==> config.mk <==
export PLATFORM = sky130hd
export DESIGN_NAME = mult_div_unit
export DESIGN_NICKNAME = d
export VERILOG_FILES = /design/src/rtl/mult_div_unit_pkg.sv /design/src/rtl/mult_div_unit.sv
export SDC_FILE = /design/constraint.sdc
export NUM_CORES = 1
export LEC_CHECK = 0
export CORE_MARGIN = 2
export CORE_UTILIZATION = 60
export CTS_BUF_LIST = sky130_fd_sc_hd__clkbuf_2 sky130_fd_sc_hd__clkbuf_4 sky130_fd_sc_hd__clkbuf_8
export DETAILED_ROUTE_END_ITERATION = 10
export PLACE_DENSITY_LB_ADDON = 0.08
export SYNTH_ARGS = -nofsm -noshare
export SYNTH_HDL_FRONTEND = slang
export SYNTH_SLANG_ARGS = --single-unit
==> constraint.sdc <==
create_clock -name clk -period 5.2 [get_ports clk]
set_clock_uncertainty 0.05 [all_clocks]
set_input_delay 0.78 -clock clk [delete_from_list [all_inputs] [get_ports clk]]
set_output_delay 0.78 -clock clk [all_outputs]
set_load 0.02 [all_outputs]
==> src/rtl/mult_div_unit_pkg.sv <==
// Shared definitions for the iterative multiply/divide unit: operation codes,
// controller states and the Start-to-Done latency used by the stall logic.
package mult_div_unit_pkg;

  typedef enum logic [1:0] {
    MD_MULTU = 2'b00,
    MD_MULT  = 2'b01,
    MD_DIVU  = 2'b10,
    MD_DIV   = 2'b11
  } md_op_e;

  typedef enum logic [2:0] {
    S_IDLE,
    S_PREP,
    S_CALC,
    S_FIX,
    S_DONE
  } md_state_e;

  localparam int unsigned MD_DEFAULT_WIDTH = 32;
  localparam int unsigned MD_LATENCY_EXTRA = 2;
  localparam int unsigned MD_LATENCY       = MD_DEFAULT_WIDTH + MD_LATENCY_EXTRA;

  // Edges from the accepting Start edge to the edge that writes HI/LO.
  function automatic int unsigned md_latency(input int unsigned width);
    return width + MD_LATENCY_EXTRA;
  endfunction

endpackage

==> src/rtl/mult_div_unit.sv <==
// Iterative signed/unsigned multiply and divide with HI/LO result registers.
// Fixed latency: PREP, WIDTH CALC steps, FIX, then a one-cycle DONE.
module mult_div_unit
  import mult_div_unit_pkg::*;
#(
  parameter int unsigned WIDTH = 32
) (
  input  logic             clk,
  input  logic             reset,
  input  logic             Start,
  input  logic [1:0]       MDOperation,
  input  logic [WIDTH-1:0] A,
  input  logic [WIDTH-1:0] B,
  output logic             Busy,
  output logic             Done,
  output logic [WIDTH-1:0] HI,
  output logic [WIDTH-1:0] LO,
  output logic             DivByZero
);

  localparam int unsigned CNT_W = $clog2(WIDTH) + 1;

  md_state_e          state;
  md_op_e             op_q;
  logic [WIDTH-1:0]   a_q;
  logic [WIDTH-1:0]   b_q;
  logic [WIDTH-1:0]   opb;
  logic [2*WIDTH-1:0] acc;
  logic [CNT_W-1:0]   cnt;
  logic               neg_p;
  logic               neg_r;

  logic               is_div;
  logic               is_signed;
  logic [WIDTH-1:0]   a_mag;
  logic [WIDTH-1:0]   b_mag;
  logic [WIDTH:0]     add_a;
  logic [WIDTH:0]     add_b;
  logic [WIDTH:0]     add_cin;
  logic [WIDTH:0]     sum;
  logic [2*WIDTH-1:0] acc_next;
  logic [2*WIDTH-1:0] prod_fix;
  logic [WIDTH-1:0]   quo_fix;
  logic [WIDTH-1:0]   rem_fix;

  always_comb begin
    is_div    = (op_q == MD_DIVU) || (op_q == MD_DIV);
    is_signed = (op_q == MD_MULT) || (op_q == MD_DIV);
    a_mag     = (is_signed && a_q[WIDTH-1]) ? -a_q : a_q;
    b_mag     = (is_signed && b_q[WIDTH-1]) ? -b_q : b_q;
  end

  // One WIDTH+1 adder serves both the shift-add and the restoring subtract.
  always_comb begin
    if (is_div) begin
      add_a   = acc[2*WIDTH-2:WIDTH-1];
      add_b   = ~{1'b0, opb};
      add_cin = {{WIDTH{1'b0}}, 1'b1};
    end else begin
      add_a   = {1'b0, acc[2*WIDTH-1:WIDTH]};
      add_b   = {1'b0, opb};
      add_cin = '0;
    end
    sum = add_a + add_b + add_cin;
  end

  always_comb begin
    acc_next = acc;
    if (is_div) begin
      if (!sum[WIDTH]) begin
        acc_next = {sum[WIDTH-1:0], acc[WIDTH-2:0], 1'b1};
      end else begin
        acc_next = {acc[2*WIDTH-2:0], 1'b0};
      end
    end else begin
      if (acc[0]) begin
        acc_next = {sum, acc[WIDTH-1:1]};
      end else begin
        acc_next = {1'b0, acc[2*WIDTH-1:1]};
      end
    end
  end

  always_comb begin
    prod_fix = neg_p ? -acc : acc;
    quo_fix  = neg_p ? -acc[WIDTH-1:0] : acc[WIDTH-1:0];
    rem_fix  = neg_r ? -acc[2*WIDTH-1:WIDTH] : acc[2*WIDTH-1:WIDTH];
  end

  always_ff @(posedge clk) begin
    if (reset) begin
      state     <= S_IDLE;
      Busy      <= 1'b0;
      Done      <= 1'b0;
      HI        <= '0;
      LO        <= '0;
      DivByZero <= 1'b0;
      cnt       <= '0;
      op_q      <= MD_MULTU;
      a_q       <= '0;
      b_q       <= '0;
      opb       <= '0;
      acc       <= '0;
      neg_p     <= 1'b0;
      neg_r     <= 1'b0;
    end else begin
      case (state)
        S_IDLE, S_DONE: begin
          Done <= 1'b0;
          if (Start) begin
            op_q      <= md_op_e'(MDOperation);
            a_q       <= A;
            b_q       <= B;
            DivByZero <= 1'b0;
            Busy      <= 1'b1;
            state     <= S_PREP;
          end else begin
            state <= S_IDLE;
          end
        end
        S_PREP: begin
          acc   <= {{WIDTH{1'b0}}, a_mag};
          opb   <= b_mag;
          neg_p <= is_signed && (a_q[WIDTH-1] ^ b_q[WIDTH-1]);
          neg_r <= is_signed && a_q[WIDTH-1];
          cnt   <= '0;
          state <= S_CALC;
        end
        S_CALC: begin
          acc <= acc_next;
          if (cnt == CNT_W'(WIDTH - 1)) begin
            cnt   <= '0;
            state <= S_FIX;
          end else begin
            cnt <= cnt + CNT_W'(1);
          end
        end
        S_FIX: begin
          if (is_div) begin
            // Divide by zero reports the raw dividend regardless of signedness.
            if (b_q == '0) begin
              HI        <= a_q;
              LO        <= '1;
              DivByZero <= 1'b1;
            end else begin
              HI        <= rem_fix;
              LO        <= quo_fix;
              DivByZero <= 1'b0;
            end
          end else begin
            HI        <= prod_fix[2*WIDTH-1:WIDTH];
            LO        <= prod_fix[WIDTH-1:0];
            DivByZero <= 1'b0;
          end
          Busy  <= 1'b0;
          Done  <= 1'b1;
          state <= S_DONE;
        end
        default: begin
          Busy  <= 1'b0;
          Done  <= 1'b0;
          state <= S_IDLE;
        end
      endcase
    end
  end

endmodule

==> out/results.tsv, run 1 <==
metric	value	unit
master cell of the clock root buffer	clkbuf_8	
top flip-flop cell by instance count after synthesis	dfxtp_1	
count of yosys warnings during synthesis	0	
internal power	4110	uW
full die area	28120	um^2
setup total negative slack	0	ns
static leakage power	0.006792	uW
area overhead of the layout relative to synthesis	13.84	%
worst skew pair latency	0.56	ns
switch share	40.33	%
total routing resource utilization after global routing	35.54	%
async set-reset flop share out of synthesis	0	%
Clock Pin Slew Worst Setup and Hold Paths	0.06	ns
drc violations	0	
setup violation total in the final timing report	0	
routed wire length	51490	um
maximum level of the CTS H-tree	2	
worst vdd ir	0.3403	mV
Post-Synthesis Cells	2108	
total of cells resized after clock tree synthesis	0	
total design power	6887	uW
fraction of power consumed by the clock network	29.1	%
remaining number of nets flagged by the antenna check after routing	0	
setup repair after global routing missed its margin	false	
synthesized flop and latch total	240	
data required time at the worst endpoint	5.59	ns
number of antenna violations at the first check in global routing	0	
Total Nets Final	2227	
weighted congestion at the end of routability-driven global placement	1.007	
Die Y	167.7	um
Iteration-0 DRC Markers	2109	
portion of the post-synthesis area used by sequential elements	29.88	%
count of input and output buffers	135	
num ports	136	
number of flops mapped to enable cells by yosys	0	
number of rows created at floorplan	59	
pins over their slew limit	0	
maximum clock path buffer count	3	
reported max-cap violation count	0	
type of the worst setup path	flip-flop to flip-flop	
pin count of the biggest net entering global routing	100	
syn_nets	2214	
crit end category	flip-flop	
Slew headroom	13.90	%
portion of total power attributed to combinational logic	35.1	%
grt total ovfl	0	
Filler Cells Inserted	2216	
CP Max Fanout	60	
detailed placer's ending HPWL	36780	um
fraction of layout instances using a drive strength above 1	7.703	%
clock tree from TritonCTS	done	
core outline area	26210	um^2
Cell Area, Synth	16080	um^2
total inserted antenna cells	0	
Avg Vias per Cell	6.567	
buffers inserted by post-CTS timing repair	0	
global-route wire length before repair	80980	um
part of the cycle the worst path needs	81.75	%
Worst Hold Class	flip-flop to flip-flop	
average wire length per cell after detail routing	20.68	um
worst path arrival time	4.64	ns
Die W	167.7	um
routed vias	16353	
startpoint type of the worst setup path	flip-flop	
DRT Pass-1 Iters	6	
Cell Pwr Density	376.3	nW/um^2
vias in the first global route	14659	
syn avg cell area	7.627	um^2
max frequency	235.3	MHz
number of buffers inserted during clock tree synthesis	44	
time the worst path needs with I/O delays and setup	4.251	ns
pin slew with the least headroom to its limit	1.287	ns
Hold Fails Final Rpt	0	
count of distinct cell types in the synthesized netlist	73	
initial core utilization	61.35	%
Hold Buf Count CTS	0	
part of the total power dissipated in sequential elements	35.8	%
clk sink count	240	
sw power	2777	uW
run status	finished clean	
-- per-layer routing --
metal / vias up / track usage [%] / wire length [um]
met5: - / 0 / 0
met4: 0 / 11.30 / 1543
met1: 7665 / 51.94 / 22510
met3: 127 / 6.523 / 5503
li1: 7643 / - / -
met2: 918 / 52.93 / 21930
-- synth_stat cells (8+ instances only) --
master | instances | area [um^2]
buf_1 | 12 | 45.04
o31ai_1 | 36 | 270.3
a31oi_1 | 25 | 156.4
or3_1 | 34 | 212.7
a32o_1 | 10 | 100.1
a311oi_1 | 20 | 175.2
ha_1 | 36 | 450.4
dfxtp_1 | 240 | 4805
nand4_1 | 20 | 125.1
clkbuf_1 | 167 | 626.9
a22o_1 | 10 | 87.58
nand2_1 | 292 | 1096
nor2_1 | 167 | 626.9
nor2b_1 | 21 | 131.4
mux2i_1 | 41 | 410.4
o21a_1 | 9 | 67.56
nand3_1 | 44 | 220.2
mux2_2 | 27 | 304.0
or4_1 | 13 | 97.59
xnor2_1 | 59 | 516.8
inv_1 | 27 | 101.4
a211oi_1 | 125 | 938.4
nor3_1 | 33 | 165.2
a21oi_1 | 187 | 935.9
xor2_1 | 138 | 1209
o41ai_1 | 14 | 122.6
nor4_1 | 9 | 56.30
a21o_1 | 16 | 120.1
o211ai_1 | 30 | 225.2
o221ai_1 | 11 | 96.34
o22ai_1 | 8 | 50.05
buf_2 | 12 | 60.06
o21ai_0 | 113 | 565.5
-- state kept, by name (all words and copies together), names as in the netlist --
register,cells
Done,1
neg_p,1
cnt,6
neg_r,1
b_q,32
opb,32
DivByZero,1
a_q,32
acc,64
HI,32
op_q,2
state,3
LO,32
Busy,1
-- power groups by stage --
stage / sequential, uW / combinational [uW] / clock (uW)
2_1_floorplan: 2320 / 1800 / 0
3_3_place_gp: 2470 / 2320 / 0
3_5_place_dp: 2480 / 2350 / 0
4_1_cts: 2450 / 2370 / 2020
5_1_grt: 2490 / 2640 / 2090
6_report: 2460 / 2420 / 2000
-- path summary, 6_finish.rpt --
kind / from / end / slack, ns / depth (start not counted)
min reg2reg: HI[0]$_SDFFE_PP0P_ / HI[0]$_SDFFE_PP0P_ / 0.39 / 2
min: HI[0]$_SDFFE_PP0P_ / HI[0]$_SDFFE_PP0P_ / 0.39 / 2
max: op_q[1]$_SDFFE_PP0P_ / acc[60]$_SDFFE_PP0P_ / 0.95 / 12
max reg2reg: op_q[1]$_SDFFE_PP0P_ / acc[60]$_SDFFE_PP0P_ / 0.95 / 12
-- final cells by class --
cell class	count	area, um^2	area share, %
Inverter	27	101.3	0.5537
Timing Repair Buffer	162	1555	8.497
Multi-Input combinational cell	1646	10430	56.96
Sequential cell	240	4810	26.28
Tap cell	335	419.2	2.290
Clock buffer	68	873.3	4.771
Clock inverter	12	120.1	0.6562
-- cell families (layout without fill, tap and decap cells) --
logic type               Yosys count  after routing  synth area share [%]
flip-flops                       240            240                 29.88
AND/OR/NAND/NOR                  690            690                 19.85
buffers and inverters            222            269                 5.463
adder cells (fa/ha/maj)           37             37                 2.926
XOR/XNOR                         197            197                 10.73
multiplexers                      68             68                 4.444
AO/OA/AOI/OAI                    654            654                 26.70
-- critical path, stage by stage, from the launching register on --
cell      delay, ns
dfxtp_4        0.84
buf_4          0.46
nand2_1        0.08
o21ai_0        0.17
ha_1           0.22
nand4_1        0.10
or4b_1         0.56
a21o_1         0.24
a2111o_1       0.49
a31oi_2        0.31
mux2i_1        0.23
o211ai_1       0.10
a32o_1         0.28
-- placed cells by master, fill, tap and decap left out, types with 8 or more instances in the layout --
master	Yosys	final
a211oi_1	125	125
a21o_1	16	16
a21oi_1	187	186
a22o_1	10	10
a311oi_1	20	20
a31oi_1	25	25
a32o_1	10	10
buf_4	0	27
clkbuf_4	0	10
clkbuf_8	0	58
clkdlybuf4s50_1	0	134
dfxtp_1	240	238
ha_1	36	36
inv_1	27	27
mux2_2	27	27
mux2i_1	41	41
nand2_1	292	291
nand3_1	44	43
nand4_1	20	20
nor2_1	167	166
nor2b_1	21	21
nor3_1	33	33
nor4_1	9	9
o211ai_1	30	30
o21a_1	9	9
o21ai_0	113	113
o221ai_1	11	11
o22ai_1	8	8
o31ai_1	36	36
o41ai_1	14	14
or3_1	34	34
or4_1	13	13
xnor2_1	59	59
xor2_1	138	138
-- through the flow --
step	setup WS [ns]	hold WS (ns)	instances	utilization [%]	area (um^2)
5_1_grt	0.5858	0.4162	2490	69.84	18300
6_report	0.9492	0.3910	2490	69.84	18300
3_5_place_dp	1.029	0.3866	2410	66.05	17310
2_1_floorplan	0.7303	0.3885	2108	-	16080
4_1_cts	0.9811	0.3955	2490	69.84	18300
3_3_place_gp	1.069	0.3799	2410	66.05	17310
Power figures use the tool's default switching activity.
==> run 2: changes to the inputs <==
--- a/config.mk
+++ b/config.mk
@@ -6,7 +6,7 @@
 export NUM_CORES = 1
 export LEC_CHECK = 0
 export CORE_MARGIN = 2
-export CORE_UTILIZATION = 60
+export CORE_UTILIZATION = 55
 export CTS_BUF_LIST = sky130_fd_sc_hd__clkbuf_2 sky130_fd_sc_hd__clkbuf_4 sky130_fd_sc_hd__clkbuf_8
 export DETAILED_ROUTE_END_ITERATION = 10
 export PLACE_DENSITY_LB_ADDON = 0.08
==> constraint.sdc (replaced) <==
create_clock -name clk -period 3.5 [get_ports clk]
set_clock_uncertainty 0.05 [all_clocks]
set_input_delay 0.525 -clock clk [delete_from_list [all_inputs] [get_ports clk]]
set_output_delay 0.525 -clock clk [all_outputs]
set_load 0.02 [all_outputs]
==> run 2 against run 1 <==
- the run now ends with negative setup slack left
- combinational power grew 77%
- cell count rose by 7.8%
- first-iteration DRC count decreased by 22%
- sequential share of layout area down 2.1 points
- clock-buffer cell count fell by 2
- core utilization shrank 0.86 points
- non-clock buffer count grew 151
- sequential power up 46%
- largest cell class unchanged
- highest routed layer is now met5
==> out/results.tsv, run 2 (synthesis gave the netlist of run 1 again) <==
metric	value	unit
Iteration-0 DRC Markers	1654	
data required time at the worst endpoint	3.88	ns
vias in the first global route	15687	
Cell Pwr Density	533.4	nW/um^2
Avg Vias per Cell	6.246	
post-route setup slack	-0.02654	ns
number of buffers inserted during clock tree synthesis	42	
weighted congestion at the end of routability-driven global placement	1.013	
DRT Pass-1 Iters	6	
initial core utilization	55.86	%
fraction of layout instances using a drive strength above 1	15.57	%
drc violations	0	
clk sink count	240	
setup violation total in the final timing report	2	
CP Max Fanout	8	
reg-to-reg startpoint	op_q[1]$_SDFFE_PP0P_	
remaining number of nets flagged by the antenna check after routing	0	
Slew headroom	17.95	%
worst path arrival time	3.91	ns
hold slack	0.3959	ns
grt total ovfl	0	
routed vias	16764	
clock tree from TritonCTS	done	
worst vdd ir	0.6624	mV
portion of total power attributed to combinational logic	40.5	%
setup repair after global routing missed its margin	true	
Final Cell Area	19860	um^2
Worst Hold Class	flip-flop to flip-flop	
count of input and output buffers	135	
full die area	30620	um^2
number of rows created at floorplan	62	
Most flops, register	acc	
part of the total power dissipated in sequential elements	33.8	%
internal power	6331	uW
first element of the critical path	op_q[1]$_SDFFE_PP0P_	
detailed placer's ending HPWL	40240	um
pins over their slew limit	0	
type of the worst setup path	flip-flop to flip-flop	
average wire length per cell after detail routing	20.19	um
crit end category	flip-flop	
max frequency	283.6	MHz
pin slew with the least headroom to its limit	1.226	ns
core outline area	28780	um^2
commonest non-fill, non-tap cells in the layout	nand2_1 (291), dfxtp_1 (238), a21oi_1 (176)	
sw power	4260	uW
area overhead of the layout relative to synthesis	23.49	%
Clock Pin Slew Worst Setup and Hold Paths	0.07	ns
Hold Fails Final Rpt	0	
num ports	136	
worst skew pair latency	0.57	ns
part of the cycle the worst path needs	100.8	%
Post-Place Cell Area	18510	um^2
maximum clock path buffer count	3	
number of antenna violations at the first check in global routing	1	
violated checks	negative setup slack	
Total Nets Final	2376	
setup total negative slack	-0.02719	ns
routed wire length	54190	um
Die Y	175.0	um
Hold Buf Count CTS	0	
reported max-cap violation count	0	
pin count of the biggest net entering global routing	81	
master cell of the clock root buffer	clkbuf_8	
flip-flop count of the largest register after layout	64	
switch share	40.22	%
total inserted antenna cells	0	
time the worst path needs with I/O delays and setup	3.527	ns
most frequent standard cell in the layout excluding fill and tap cells	nand2_1	
global-route wire length before repair	85550	um
total routing resource utilization after global routing	34.64	%
dpl ws	-0.01557	ns
Die W	175.0	um
run status	complete, but fails checks	
total design power	10590	uW
static leakage power	0.007552	uW
fraction of power consumed by the clock network	25.7	%
maximum level of the CTS H-tree	2	
startpoint type of the worst setup path	flip-flop	
min-delay src	HI[0]$_SDFFE_PP0P_	
[run 2: cell types whose count changed in the layout (fill, tap and decap cells not counted), sizes merged]
cell,before,now
buf,28,179
bufinv,2,0
clkbuf,68,66
inv,29,27
[run 2: cell type report]
cell class                 instances  area [um^2]
multi-input combinational       1646        10750
fill                            2463         8925
sequential                       240         4810
timing repair buffer             313         2811
clock buffer                      66        845.8
tap                              384        480.5
inverter                          27        101.3
clock inverter                     8        53.80
[run 2: power groups by stage]
stage          Combinational [uW]  Sequential, uW  Clock, uW
3_3_place_gp                 3990            3610          0
6_report                     4280            3580       2720
5_1_grt                      4620            3630       2900
3_5_place_dp                 4050            3630          0
4_1_cts                      4070            3570       2740
2_1_floorplan                2750            3450          0
[run 2: layer usage]
layer,part of all wire [%],global-route usage [%],vias up,routed length (um)
met2,43,52.68,838,23450
met3,9.2,6.440,143,5005
met4,3.5,12.92,2,1875
met1,44,48.82,7859,23840
met5,0.024,0,-,13
li1,-,-,7922,-
[run 2: timing repair]
action	4_1_cts	5_1_grt
pin swaps	0	28
cloned	0	0
buffers inserted	1	18
resized for setup	2	63
endpoints found under the setup margin	7	32
[run 2: metrics by stage]
stage          utilization, %  instances
5_1_grt                 68.99       2684
3_3_place_gp            64.33       2591
4_1_cts                 67.53       2666
3_5_place_dp            64.33       2591
2_1_floorplan               -       2108
6_report                68.99       2684
[run 2: final timing paths]
| check | endpoint | slack, ns | cells after the start |
|---|---|---|---|
| hold reg to reg | HI[0]$_SDFFE_PP0P_ | 0.40 | 2 |
| hold / removal | HI[0]$_SDFFE_PP0P_ | 0.40 | 2 |
| setup reg to reg | acc[60]$_SDFFE_PP0P_ | -0.03 | 14 |
| setup / recovery | acc[60]$_SDFFE_PP0P_ | -0.03 | 14 |
[run 2: worst max-delay path: stages, from the launching register on]
cell and delay (ns):
dfxtp_4 0.36, buf_12 0.13, buf_12 0.13, buf_12 0.13
buf_12 0.14, xor2_1 0.18, ha_1 0.36, and4_4 0.24
o211ai_1 0.09, a21o_1 0.21, a2111o_1 0.54, a31oi_4 0.25
mux2i_1 0.23, o211ai_1 0.10, a32o_1 0.28
